$ cat config.mk
export PLATFORM = sky130hd
export DESIGN_NAME = complex_mac
export DESIGN_NICKNAME = d
export VERILOG_FILES = /design/src/rtl/complex_mac_pkg.sv /design/src/rtl/cplx_prod.sv /design/src/rtl/q18_mult.sv /design/src/rtl/complex_mac.sv
export SDC_FILE = /design/constraint.sdc
export NUM_CORES = 2
export LEC_CHECK = 0
export BUFFER_PORTS_ARGS = -buffer_cell sky130_fd_sc_hd__buf_4
export CORE_MARGIN = 5
export CORE_UTILIZATION = 49
export CTS_BUF_LIST = sky130_fd_sc_hd__clkbuf_2
export CTS_CLUSTER_DIAMETER = 200
export DETAILED_ROUTE_END_ITERATION = 10
export SLEW_MARGIN = 25
export SYNTH_ARGS = -nofsm -noshare
export SYNTH_HDL_FRONTEND = slang
export SYNTH_SLANG_ARGS = --single-unit
$ cat constraint.sdc
create_clock -name i_clk -period 5.4 [get_ports i_clk]
set_clock_uncertainty 0.15 [all_clocks]
set_input_delay 0 -clock i_clk [delete_from_list [all_inputs] [get_ports i_clk]]
set_output_delay 0 -clock i_clk [all_outputs]
set_load 0.05 [all_outputs]
$ cat src/rtl/complex_mac_pkg.sv
// Quantum fixed-point package shared by the complex MAC datapath.
// Contents:
//   Q_W, FRAC_BITS      - Q1.18 word geometry (19-bit two's complement)
//   MAX_POS, MIN_LEGAL  - largest / smallest legal Q1.18 codes
//   ILLEGAL_NEG         - the -1.0 code, which is never allowed as an operand
//   cplx_t              - complex amplitude {re, im}
//   mac_state_e         - row-sequencing states of complex_mac
//   q_sanitize()        - maps ILLEGAL_NEG onto MIN_LEGAL
package complex_mac_pkg;

  localparam int unsigned Q_W       = 19;
  localparam int unsigned FRAC_BITS = 18;

  localparam logic [Q_W-1:0] MAX_POS     = 19'h3FFFF;
  localparam logic [Q_W-1:0] MIN_LEGAL   = 19'h40001;
  localparam logic [Q_W-1:0] ILLEGAL_NEG = 19'h40000;

  typedef struct packed {
    logic [Q_W-1:0] re;
    logic [Q_W-1:0] im;
  } cplx_t;

  typedef enum logic [1:0] {
    StAcc,
    StDrain,
    StOut
  } mac_state_e;

  function automatic logic [Q_W-1:0] q_sanitize(input logic [Q_W-1:0] v);
    return (v == ILLEGAL_NEG) ? MIN_LEGAL : v;
  endfunction

endpackage

$ cat src/rtl/cplx_prod.sv
// Complex product g * s for one MAC beat.
// Ports:
//   i_g, i_s   - complex Q1.18 operands (gate element, state amplitude)
//   o_term_re  - rr - ii, one guard bit wider than Q1.18
//   o_term_im  - ri + ir, one guard bit wider than Q1.18
// Operands equal to -1.0 are replaced by the smallest legal code, and any
// partial product with a zero operand is forced to zero so the multiplier's
// negative-times-zero behaviour can never leak into the sum.
module cplx_prod
  import complex_mac_pkg::*;
(
  input  cplx_t        i_g,
  input  cplx_t        i_s,
  output logic [Q_W:0] o_term_re,
  output logic [Q_W:0] o_term_im
);

  cplx_t w_g;
  cplx_t w_s;

  logic [Q_W-1:0] w_rr_raw, w_ii_raw, w_ri_raw, w_ir_raw;
  logic [Q_W-1:0] w_rr, w_ii, w_ri, w_ir;

  assign w_g.re = q_sanitize(i_g.re);
  assign w_g.im = q_sanitize(i_g.im);
  assign w_s.re = q_sanitize(i_s.re);
  assign w_s.im = q_sanitize(i_s.im);

  q18_mult u_mul_rr (.i_a(w_g.re), .i_b(w_s.re), .o_p(w_rr_raw));
  q18_mult u_mul_ii (.i_a(w_g.im), .i_b(w_s.im), .o_p(w_ii_raw));
  q18_mult u_mul_ri (.i_a(w_g.re), .i_b(w_s.im), .o_p(w_ri_raw));
  q18_mult u_mul_ir (.i_a(w_g.im), .i_b(w_s.re), .o_p(w_ir_raw));

  assign w_rr = (w_g.re == '0 || w_s.re == '0) ? '0 : w_rr_raw;
  assign w_ii = (w_g.im == '0 || w_s.im == '0) ? '0 : w_ii_raw;
  assign w_ri = (w_g.re == '0 || w_s.im == '0) ? '0 : w_ri_raw;
  assign w_ir = (w_g.im == '0 || w_s.re == '0) ? '0 : w_ir_raw;

  assign o_term_re = {w_rr[Q_W-1], w_rr} - {w_ii[Q_W-1], w_ii};
  assign o_term_im = {w_ri[Q_W-1], w_ri} + {w_ir[Q_W-1], w_ir};

endmodule

$ cat src/rtl/q18_mult.sv
// 19-bit Q1.18 fixed-point multiplier.
// Ports:
//   i_a, i_b - Q1.18 operands
//   o_p      - Q1.18 product, full product arithmetically shifted down by FRAC_BITS
//              (truncation toward minus infinity) and cut to Q_W bits
module q18_mult
  import complex_mac_pkg::*;
(
  input  logic [Q_W-1:0] i_a,
  input  logic [Q_W-1:0] i_b,
  output logic [Q_W-1:0] o_p
);

  logic signed [2*Q_W-1:0] w_prod;

  assign w_prod = $signed(i_a) * $signed(i_b);
  assign o_p    = Q_W'(w_prod >>> FRAC_BITS);

endmodule

$ cat src/rtl/complex_mac.sv
// Streaming complex multiply-accumulate over one gate-matrix row.
// Ports:
//   i_clk, i_reset_n          - clock, asynchronous active-low reset
//   i_in_valid / o_in_ready   - beat handshake; i_in_last marks the final beat
//   i_g_re, i_g_im            - gate element, Q1.18
//   i_s_re, i_s_im            - state amplitude, Q1.18
//   o_out_valid / i_out_ready - result handshake; result held until taken
//   o_out_re, o_out_im        - saturated row sum, Q1.18
//   o_out_sat                 - either component clamped
//   o_out_err                 - in_last position disagreed with N_TERMS
// Flow: each accepted beat registers its product term; the term is folded
// into the accumulators on the following edge. The row-ending beat moves to
// DRAIN, which folds in the final term, saturates and presents the result.
module complex_mac
  import complex_mac_pkg::*;
#(
  parameter int unsigned N_TERMS = 2,
  parameter int unsigned ACC_W   = 22
) (
  input  logic           i_clk,
  input  logic           i_reset_n,
  input  logic           i_in_valid,
  output logic           o_in_ready,
  input  logic           i_in_last,
  input  logic [Q_W-1:0] i_g_re,
  input  logic [Q_W-1:0] i_g_im,
  input  logic [Q_W-1:0] i_s_re,
  input  logic [Q_W-1:0] i_s_im,
  output logic           o_out_valid,
  input  logic           i_out_ready,
  output logic [Q_W-1:0] o_out_re,
  output logic [Q_W-1:0] o_out_im,
  output logic           o_out_sat,
  output logic           o_out_err
);

  localparam int unsigned TERM_W = Q_W + 1;
  localparam int unsigned CNT_W  = $clog2(N_TERMS + 1);

  localparam logic [CNT_W-1:0]        LAST_IDX = CNT_W'(N_TERMS - 1);
  localparam logic signed [ACC_W-1:0] SAT_HI   = ACC_W'((1 << FRAC_BITS) - 1);
  localparam logic signed [ACC_W-1:0] SAT_LO   = -SAT_HI;

  // Returns {clamped, value}.
  function automatic logic [Q_W:0] sat_q(input logic signed [ACC_W-1:0] v);
    if (v > SAT_HI) begin
      return {1'b1, MAX_POS};
    end else if (v < SAT_LO) begin
      return {1'b1, MIN_LEGAL};
    end
    return {1'b0, v[Q_W-1:0]};
  endfunction

  cplx_t                     w_g, w_s;
  logic [TERM_W-1:0]         w_prod_re, w_prod_im;
  logic signed [ACC_W-1:0]   w_term_re, w_term_im;
  logic signed [ACC_W-1:0]   w_sum_re, w_sum_im;
  logic [Q_W:0]              w_sat_re, w_sat_im;
  logic                      w_accept, w_row_end, w_cnt_last;
  mac_state_e                w_state_d;

  mac_state_e                r_state;
  logic signed [ACC_W-1:0]   r_acc_re, r_acc_im;
  logic signed [ACC_W-1:0]   r_term_re, r_term_im;
  logic                      r_term_vld;
  logic [CNT_W-1:0]          r_cnt;
  logic                      r_err_pend;
  logic [Q_W-1:0]            r_out_re, r_out_im;
  logic                      r_out_valid, r_out_sat, r_out_err;

  assign w_g.re = i_g_re;
  assign w_g.im = i_g_im;
  assign w_s.re = i_s_re;
  assign w_s.im = i_s_im;

  cplx_prod u_prod (
    .i_g       (w_g),
    .i_s       (w_s),
    .o_term_re (w_prod_re),
    .o_term_im (w_prod_im)
  );

  assign w_term_re = ACC_W'($signed(w_prod_re));
  assign w_term_im = ACC_W'($signed(w_prod_im));

  assign w_sum_re = r_acc_re + (r_term_vld ? r_term_re : '0);
  assign w_sum_im = r_acc_im + (r_term_vld ? r_term_im : '0);
  assign w_sat_re = sat_q(w_sum_re);
  assign w_sat_im = sat_q(w_sum_im);

  assign o_in_ready = (r_state == StAcc);
  assign w_accept   = i_in_valid && o_in_ready;
  assign w_cnt_last = (r_cnt == LAST_IDX);
  assign w_row_end  = w_accept && (i_in_last || w_cnt_last);

  always_comb begin
    w_state_d = r_state;
    unique case (r_state)
      StAcc:   if (w_row_end) w_state_d = StDrain;
      StDrain: w_state_d = StOut;
      StOut:   if (i_out_ready) w_state_d = StAcc;
      default: w_state_d = StAcc;
    endcase
  end

  always_ff @(posedge i_clk or negedge i_reset_n) begin
    if (!i_reset_n) begin
      r_state     <= StAcc;
      r_acc_re    <= '0;
      r_acc_im    <= '0;
      r_term_re   <= '0;
      r_term_im   <= '0;
      r_term_vld  <= 1'b0;
      r_cnt       <= '0;
      r_err_pend  <= 1'b0;
      r_out_re    <= '0;
      r_out_im    <= '0;
      r_out_valid <= 1'b0;
      r_out_sat   <= 1'b0;
      r_out_err   <= 1'b0;
    end else begin
      r_state <= w_state_d;
      unique case (r_state)
        StAcc: begin
          r_acc_re <= w_sum_re;
          r_acc_im <= w_sum_im;
          if (w_accept) begin
            r_term_re  <= w_term_re;
            r_term_im  <= w_term_im;
            r_term_vld <= 1'b1;
            r_cnt      <= r_cnt + CNT_W'(1);
            // Framing is wrong when exactly one of "last flag" and
            // "final counted beat" holds on the closing beat.
            if (w_row_end) r_err_pend <= i_in_last != w_cnt_last;
          end else begin
            r_term_vld <= 1'b0;
          end
        end
        StDrain: begin
          r_acc_re    <= w_sum_re;
          r_acc_im    <= w_sum_im;
          r_term_vld  <= 1'b0;
          r_out_re    <= w_sat_re[Q_W-1:0];
          r_out_im    <= w_sat_im[Q_W-1:0];
          r_out_sat   <= w_sat_re[Q_W] | w_sat_im[Q_W];
          r_out_err   <= r_err_pend;
          r_out_valid <= 1'b1;
        end
        StOut: begin
          if (i_out_ready) begin
            r_out_valid <= 1'b0;
            r_acc_re    <= '0;
            r_acc_im    <= '0;
            r_cnt       <= '0;
            r_err_pend  <= 1'b0;
            r_out_sat   <= 1'b0;
            r_out_err   <= 1'b0;
          end
        end
        default: ;
      endcase
    end
  end

  assign o_out_valid = r_out_valid;
  assign o_out_re    = r_out_re;
  assign o_out_im    = r_out_im;
  assign o_out_sat   = r_out_sat;
  assign o_out_err   = r_out_err;

endmodule
* Yosys cells after proc, flatten, opt, wreduce, memory -nomap -nowiden
Cells that the tools add are included.
** Cells by class
- Bitwise gates (word level) :: 1
- $mul :: 4
- Muxes and demuxes :: 37
- Div/mod/pow operators :: 0
- Equality and inequality tests :: 11
- Shifts and indexed selects :: 0
- Reduce and logical (&&, ||, !) cells :: 23
- Add/subtract/negate cells :: 5
- Order comparisons :: 4
** Operator list (number)
- 19-bit 2-to-1 mux :: 8
- 19-bit by 19-bit multiplier with 37-bit output :: 4
- 20-bit 2-to-1 mux :: 6
- 22-bit one-hot mux with 2 select lines :: 2
- 19-bit == test (second input constant) :: 4
- 19-bit logical NOT :: 4
- 22-bit 2-to-1 mux :: 3
- 22-bit adder :: 2
- 22-bit by 19-bit > comparator with 1-bit output (second input constant) :: 2
- 22-bit by 19-bit less-than comparator with 1-bit output (second input constant) :: 2
- 19-bit by 19-bit adder with 20-bit output :: 1
- 19-bit by 19-bit subtractor with 20-bit output :: 1
- 1-bit one-hot mux with 2 select lines :: 5
- 1-bit 2-to-1 mux :: 8
- 2-bit AND reduction :: 4
- 2-bit nonzero test :: 4
- 2-bit 2-to-1 mux :: 3
- 2-bit one-hot mux with 3 select lines :: 1
- 1-bit logical OR :: 5
- 2-bit by 1-bit == test with 1-bit output (second input constant) :: 2
- 2-bit by 1-bit != test with 1-bit output (second input constant) :: 2
- 2-bit one-hot mux with 2 select lines :: 1
- 4-bit AND reduction :: 1
- 3-bit AND reduction :: 1
- 8 further kinds :: 9
** Storage, ports and cells
- Bits of input ports :: 81
- Output and inout bits :: 42
- RAM bits :: 0
- Bits in registers :: 131
- Logic and storage cells :: 98
- ROM bits :: 0
- Memories kept :: 0
- Bits in latches :: 0

* Longest topological paths before layout
- Depth after elaboration :: 8
- Gate-level depth with buffers :: 41
- Mapped depth without buffers :: 39

* Hierarchy
A second synthesis with hierarchy kept.
** Unflattened totals
- Cells, all modules :: 6689
- Area total of the unflattened synthesis :: 61687.9 um^2
** By module, submodules not included
- q18_mult at u_prod.u_mul_ir ... :: area each 12709.7 um^2, instances 2, seq. area each 0.0 um^2, cells each 1340
- q18_mult at u_prod.u_mul_ii :: area each 12924.9 um^2, instances 1, seq. area each 0.0 um^2, cells each 1386
- q18_mult at u_prod.u_mul_rr :: area each 12793.5 um^2, instances 1, seq. area each 0.0 um^2, cells each 1357
- complex_mac :: area each 7764.9 um^2, instances 1, seq. area each 3278.1 um^2, cells each 821
- cplx_prod :: area each 2785.2 um^2, instances 1, seq. area each 0.0 um^2, cells each 445

* Least setup slack after synthesis
No wires, ideal clock.
- Path type :: input to register
- Start :: in i_g_im[18]
- End :: reg r_term_re[16]
- Path buffers :: 1
- Arrival :: 8.253 ns
- Library setup time :: 0.095 ns
- Data required time :: 5.155 ns
- Stages :: 35
- Slack :: -3.098 ns
- Cell sequence :: inv_2 > or4_4 > o21bai_2 > clkbuf_1 > nand2_1 > fa_1 > inv_1 > fa_1 > ha_1 > fa_1 > inv_1 > fa_1 > inv_1 > fa_1 > ha_1 > ha_1 > a21o_1 > a21o_1 > a211oi_1 > o21ai_0 > o2111ai_1 > a31oi_1 > o21a_1 > o21a_1 > or4_1 > ha_1 > a21boi_0 > o21ai_0 > a21boi_0 > o2111a_1 > or3_1 > and4_1 > o31ai_1 > a21oi_1 > o31ai_1
** Between the ends
- Word-level cells in the longest chain between the ends :: 6
- Elaborated cells between the ends (all ways) :: 7
- Classes of those cells :: 1 x add/sub; 1 x mul; 1 x eq/ne; 2 x mux; 2 x reduce/logical
** Ends and longest elaborated chain
- start, declared :: RTL line complex_mac.sv:26 : input logic [Q_W-1:0] i_g_im,
- 19-bit == test :: RTL line complex_mac_pkg.sv:30 : return (v == ILLEGAL_NEG) ? MIN_LEGAL : v;
- 19-bit 2-to-1 mux (*) :: RTL line complex_mac_pkg.sv:30
- branches (longest 2 deep; another with 19-bit by 19-bit multiplier with 37-bit output)
- 19-bit 2-to-1 mux (*) :: RTL line cplx_prod.sv:35 : assign w_ii = (w_g.im == '0 || w_s.im == '0) ? '0 : w_ii_raw;
- 19-bit by 19-bit subtractor with 20-bit output (*) :: RTL line cplx_prod.sv:39 : assign o_term_re = {w_rr[Q_W-1], w_rr} - {w_ii[Q_W-1], w_ii};
- end signal, assigned :: RTL line complex_mac.sv:128 : r_term_re <= w_term_re;
- end, declared :: RTL line complex_mac.sv:64 : logic signed [ACC_W-1:0] r_term_re, r_term_im;
Every way passes the cells marked *.
A chain may end at the register's enable or synchronous reset.

* Worst setup path after layout
- Start :: in i_g_im[17]
- End :: reg r_term_re[16]
Same word-level chain as after synthesis.

==> flow_metrics.py <==
metrics = {
    "run_status": {
        "status": "finished with violations",
        "violations": "negative setup slack",
    },
    "timing": {
        "worst_pin_slew_ns": 0.755,
        "fin_ws_ns": -2.52,
        "fmax_ghz": 0.126,
        "maxSlewViolCount": 0,
        "grt_setup_unrepaired": "true",
        "whs_ns": 0.186,
        "fin_crit_ns": 7.92,
        "hold_viol_final": 0,
        "max-slew-margin-rel_pct": 49.6,
        "setup-violations-final": 40,
        "finalCritPeriodShare_pct": 147,
    },
    "layout": {
        "mostFrequentLayoutCells": "inv_1 (1476), fa_1 (1439), and2_1 (801)",
        "design_area_sq_mm": 0.0702,
        "post-route-util_pct": 56.9,
        "drive_gt1_share_pct": 15.9,
        "multi_input_area_sq_mm": 0.0520,
        "area.growth.synth_to_final_pct": 15.7,
        "fillerInstances": 11000,
        "final_common_cell": "inv_1",
        "regArea_sq_mm": 0.00328,
        "nets": 9194,
    },
    "route": {
        "dr.pass1.iters": 6,
        "wirelength_mm": 168,
        "route.vias.total": 45700,
        "initialDrtViolationCount": 2639,
        "final_antenna_net_count": 0,
        "routed_wire_length_per_instance_microns": 19.1,
        "remaining_drc_errors": 0,
        "viasPerCell": 5.18,
    },
    "die": {
        "io_pins": 123,
        "fp.coreArea_sq_mm": 0.123,
        "die-area_sq_mm": 0.131,
        "initial_utilization_pct": 49.2,
        "die_width_microns": 362,
        "die_h_microns": 362,
        "placementRows": 129,
    },
    "global_routing": {
        "grt_max_degree": 84,
        "met3_usage_pct": 5.65,
        "grt_use_met2_pct": 44.4,
        "grtUsageMet1_pct": 35.3,
        "grt_pass1_wl_mm": 274,
        "grt_use_total_pct": 26.3,
        "grt-ovfl-total": 0,
        "antenna_found_initial": 17,
        "grt_pass1_vias": 50700,
        "busiest_layer": "met2",
    },
    "synth": {
        "synth_xor_area_share_pct": 2.44,
        "yosys_warnings": 0,
        "synth_ff_type": "dfrtp_1",
        "synthMuxAreaShare_pct": 0.0165,
        "yosysSeqAreaShare_pct": 5.40,
        "syn-cell-area_sq_mm": 0.0607,
        "synth_fa_ha_area_share_pct": 58.3,
        "synth_top_family_by_area": "adder cells",
        "synth_nets": 8672,
        "synth-edff-count": 0,
        "ys_ff_latch": 131,
        "synth_compound_area_share_pct": 5.21,
        "synth.distinct_cells": 80,
        "avgSynthCellArea_sq_um": 9.14,
        "syn_inst": 6637,
        "synth_simple_gate_area_share_pct": 17.2,
        "postSynth.asyncResetShare_pct": 100,
    },
    "cts": {
        "clk_path_buf_depth": 2,
        "cts.reportedPaths.clkPinSlew_ns": 0.22,
        "cts.sinks": 131,
        "cts_tree": "done",
        "worstSkewPairLatency_ns": 0.75,
        "htreeDepth": 4,
        "cts_root_buf": "clkbuf_2",
        "numCtsBuffers": 17,
    },
    "flow_run": {
        "max-cap-violations": 0,
    },
    "worst_setup_path": {
        "required_ns": 5.90,
        "cp.arrival_ns": 8.42,
        "cp_max_fo": 3,
        "cp_num_buf_inv": 8,
        "start_kind": "primary input",
        "critPathMostFrequentCell": "fa_1",
        "crit_family": "adder cells",
        "worst_path_largest_cell_delay_ns": 0.57,
        "path_class": "primary input to flip-flop",
        "endpoint_kind": "flip-flop",
        "slowest_stage": "or4_4",
    },
    "placed_design": {
        "io_buffers": 122,
        "hpwl_mm": 140,
        "dpl_cell_area_sq_mm": 0.0677,
        "gp_congestion": 0.876,
    },
    "min_path": {
        "hold_class": "primary input to async pin",
    },
}
[per-stage QoR]
step                      setup slack (ns)  std cells  setup TNS, ns
final                                -2.52       8811         -74.37
after global routing                 -2.77       8810         -81.52
after CTS                            -2.32       8792         -66.06
after detailed placement             -3.82       8718        -118.78
after global placement               -3.68       8718        -117.50
after floorplan                      -2.64       6637         -71.31
[repair_timing]
action                                  4_1_cts  5_1_grt
hold buffers                                 10        0
hold endpoints to repair                    193        0
endpoints found under the setup margin       40       40
resized for setup                           245      123
pin swaps                                   120      134
cloned                                        1        0
buffers inserted                             40       25
[registers in the layout (all words and copies together), names as in the netlist]
register     count
r_acc_im        22
r_acc_re        22
r_term_im       20
r_term_re       20
o_out_im        19
o_out_re        19
r_cnt            2
r_state          2
o_out_err        1
o_out_sat        1
o_out_valid      1
r_err_pend       1
r_term_vld       1
[kinds of logic after synthesis]
| family | Yosys count |
|---|---|
| xor+xnor | 169 |
| buf+inv | 1837 |
| flops | 131 |
| simple gates | 2063 |
| fa+ha+maj | 1954 |
| compound gates | 482 |
| mux | 1 |
[synthesized netlist by cell type, drive strengths merged, types with 4 or more instances]
library cell	instances	share of area, %
o21a	16	0.20
nand3	76	0.63
xor2	63	0.91
xnor2	106	1.5
or4	9	0.12
buf	12	0.099
a21boi	8	0.099
o31a	5	0.072
inv	1495	9.3
o31ai	15	0.21
nor3b	15	0.20
o41ai	5	0.072
a211oi	14	0.20
nand2	744	4.6
nand3b	10	0.12
ha	502	10
or3	15	0.15
a21oi	108	0.90
or2	9	0.093
nor4	16	0.19
and2	804	8.3
and3	25	0.26
o2111ai	7	0.11
a41oi	4	0.070
a21o	54	0.67
and4	5	0.072
o211ai	8	0.11
dfrtp	131	5.4
nor2b	16	0.17
a31oi	20	0.23
clkbuf	330	2.0
nor2	209	1.3
a31o	7	0.10
o22a	17	0.25
nand2b	41	0.42
fa	1452	48
nand4	14	0.14
o21bai	23	0.29
nor3	51	0.42
o21ai	146	1.2
[layer usage]
layer / up-vias / part of all wire [%] / wire length (microns)
li1: 20700 / - / -
met2: 1194 / 48 / 80500
met3: 227 / 7.6 / 12800
met4: 4 / 2.4 / 4000
met5: - / 0.0083 / 14
met1: 23600 / 42 / 70800
[final cells by class]
type | instances | area share, %
Tap cell | 1637 | 2.92
Sequential cell | 131 | 4.67
Clock buffer | 17 | 0.121
Clock inverter | 15 | 0.257
Inverter | 1495 | 8.00
Multi-Input combinational cell | 4669 | 74.1
Antenna cell | 2 | 0.00713
Timing Repair Buffer | 845 | 9.91
[tightest hold or removal path: stages]
cell and delay, ns:
dlygate4sd3_1 0.52, dlygate4sd3_1 0.56, buf_6 0.12, buf_16 0.32
[worst paths after layout]
check / start / endpoint / slack (ns) / cells past startpoint
max in group asynchronous: i_reset_n / r_term_re[15] / 4.34 / 4
min in group i_clk: i_g_im[0] / r_term_im[0] / 0.19 / 8
max: i_g_im[17] / r_term_re[16] / -2.52 / 38
min reg2reg: r_term_im[1] / r_term_im[1] / 0.35 / 2
min: i_reset_n / r_acc_im[18] / 0.19 / 4
max reg2reg: r_term_vld / o_out_im[1] / 0.69 / 14
Power is left out: the tool's default activity adds up to more than one toggle a clock period on the data nets, which glitch-free logic cannot reach.
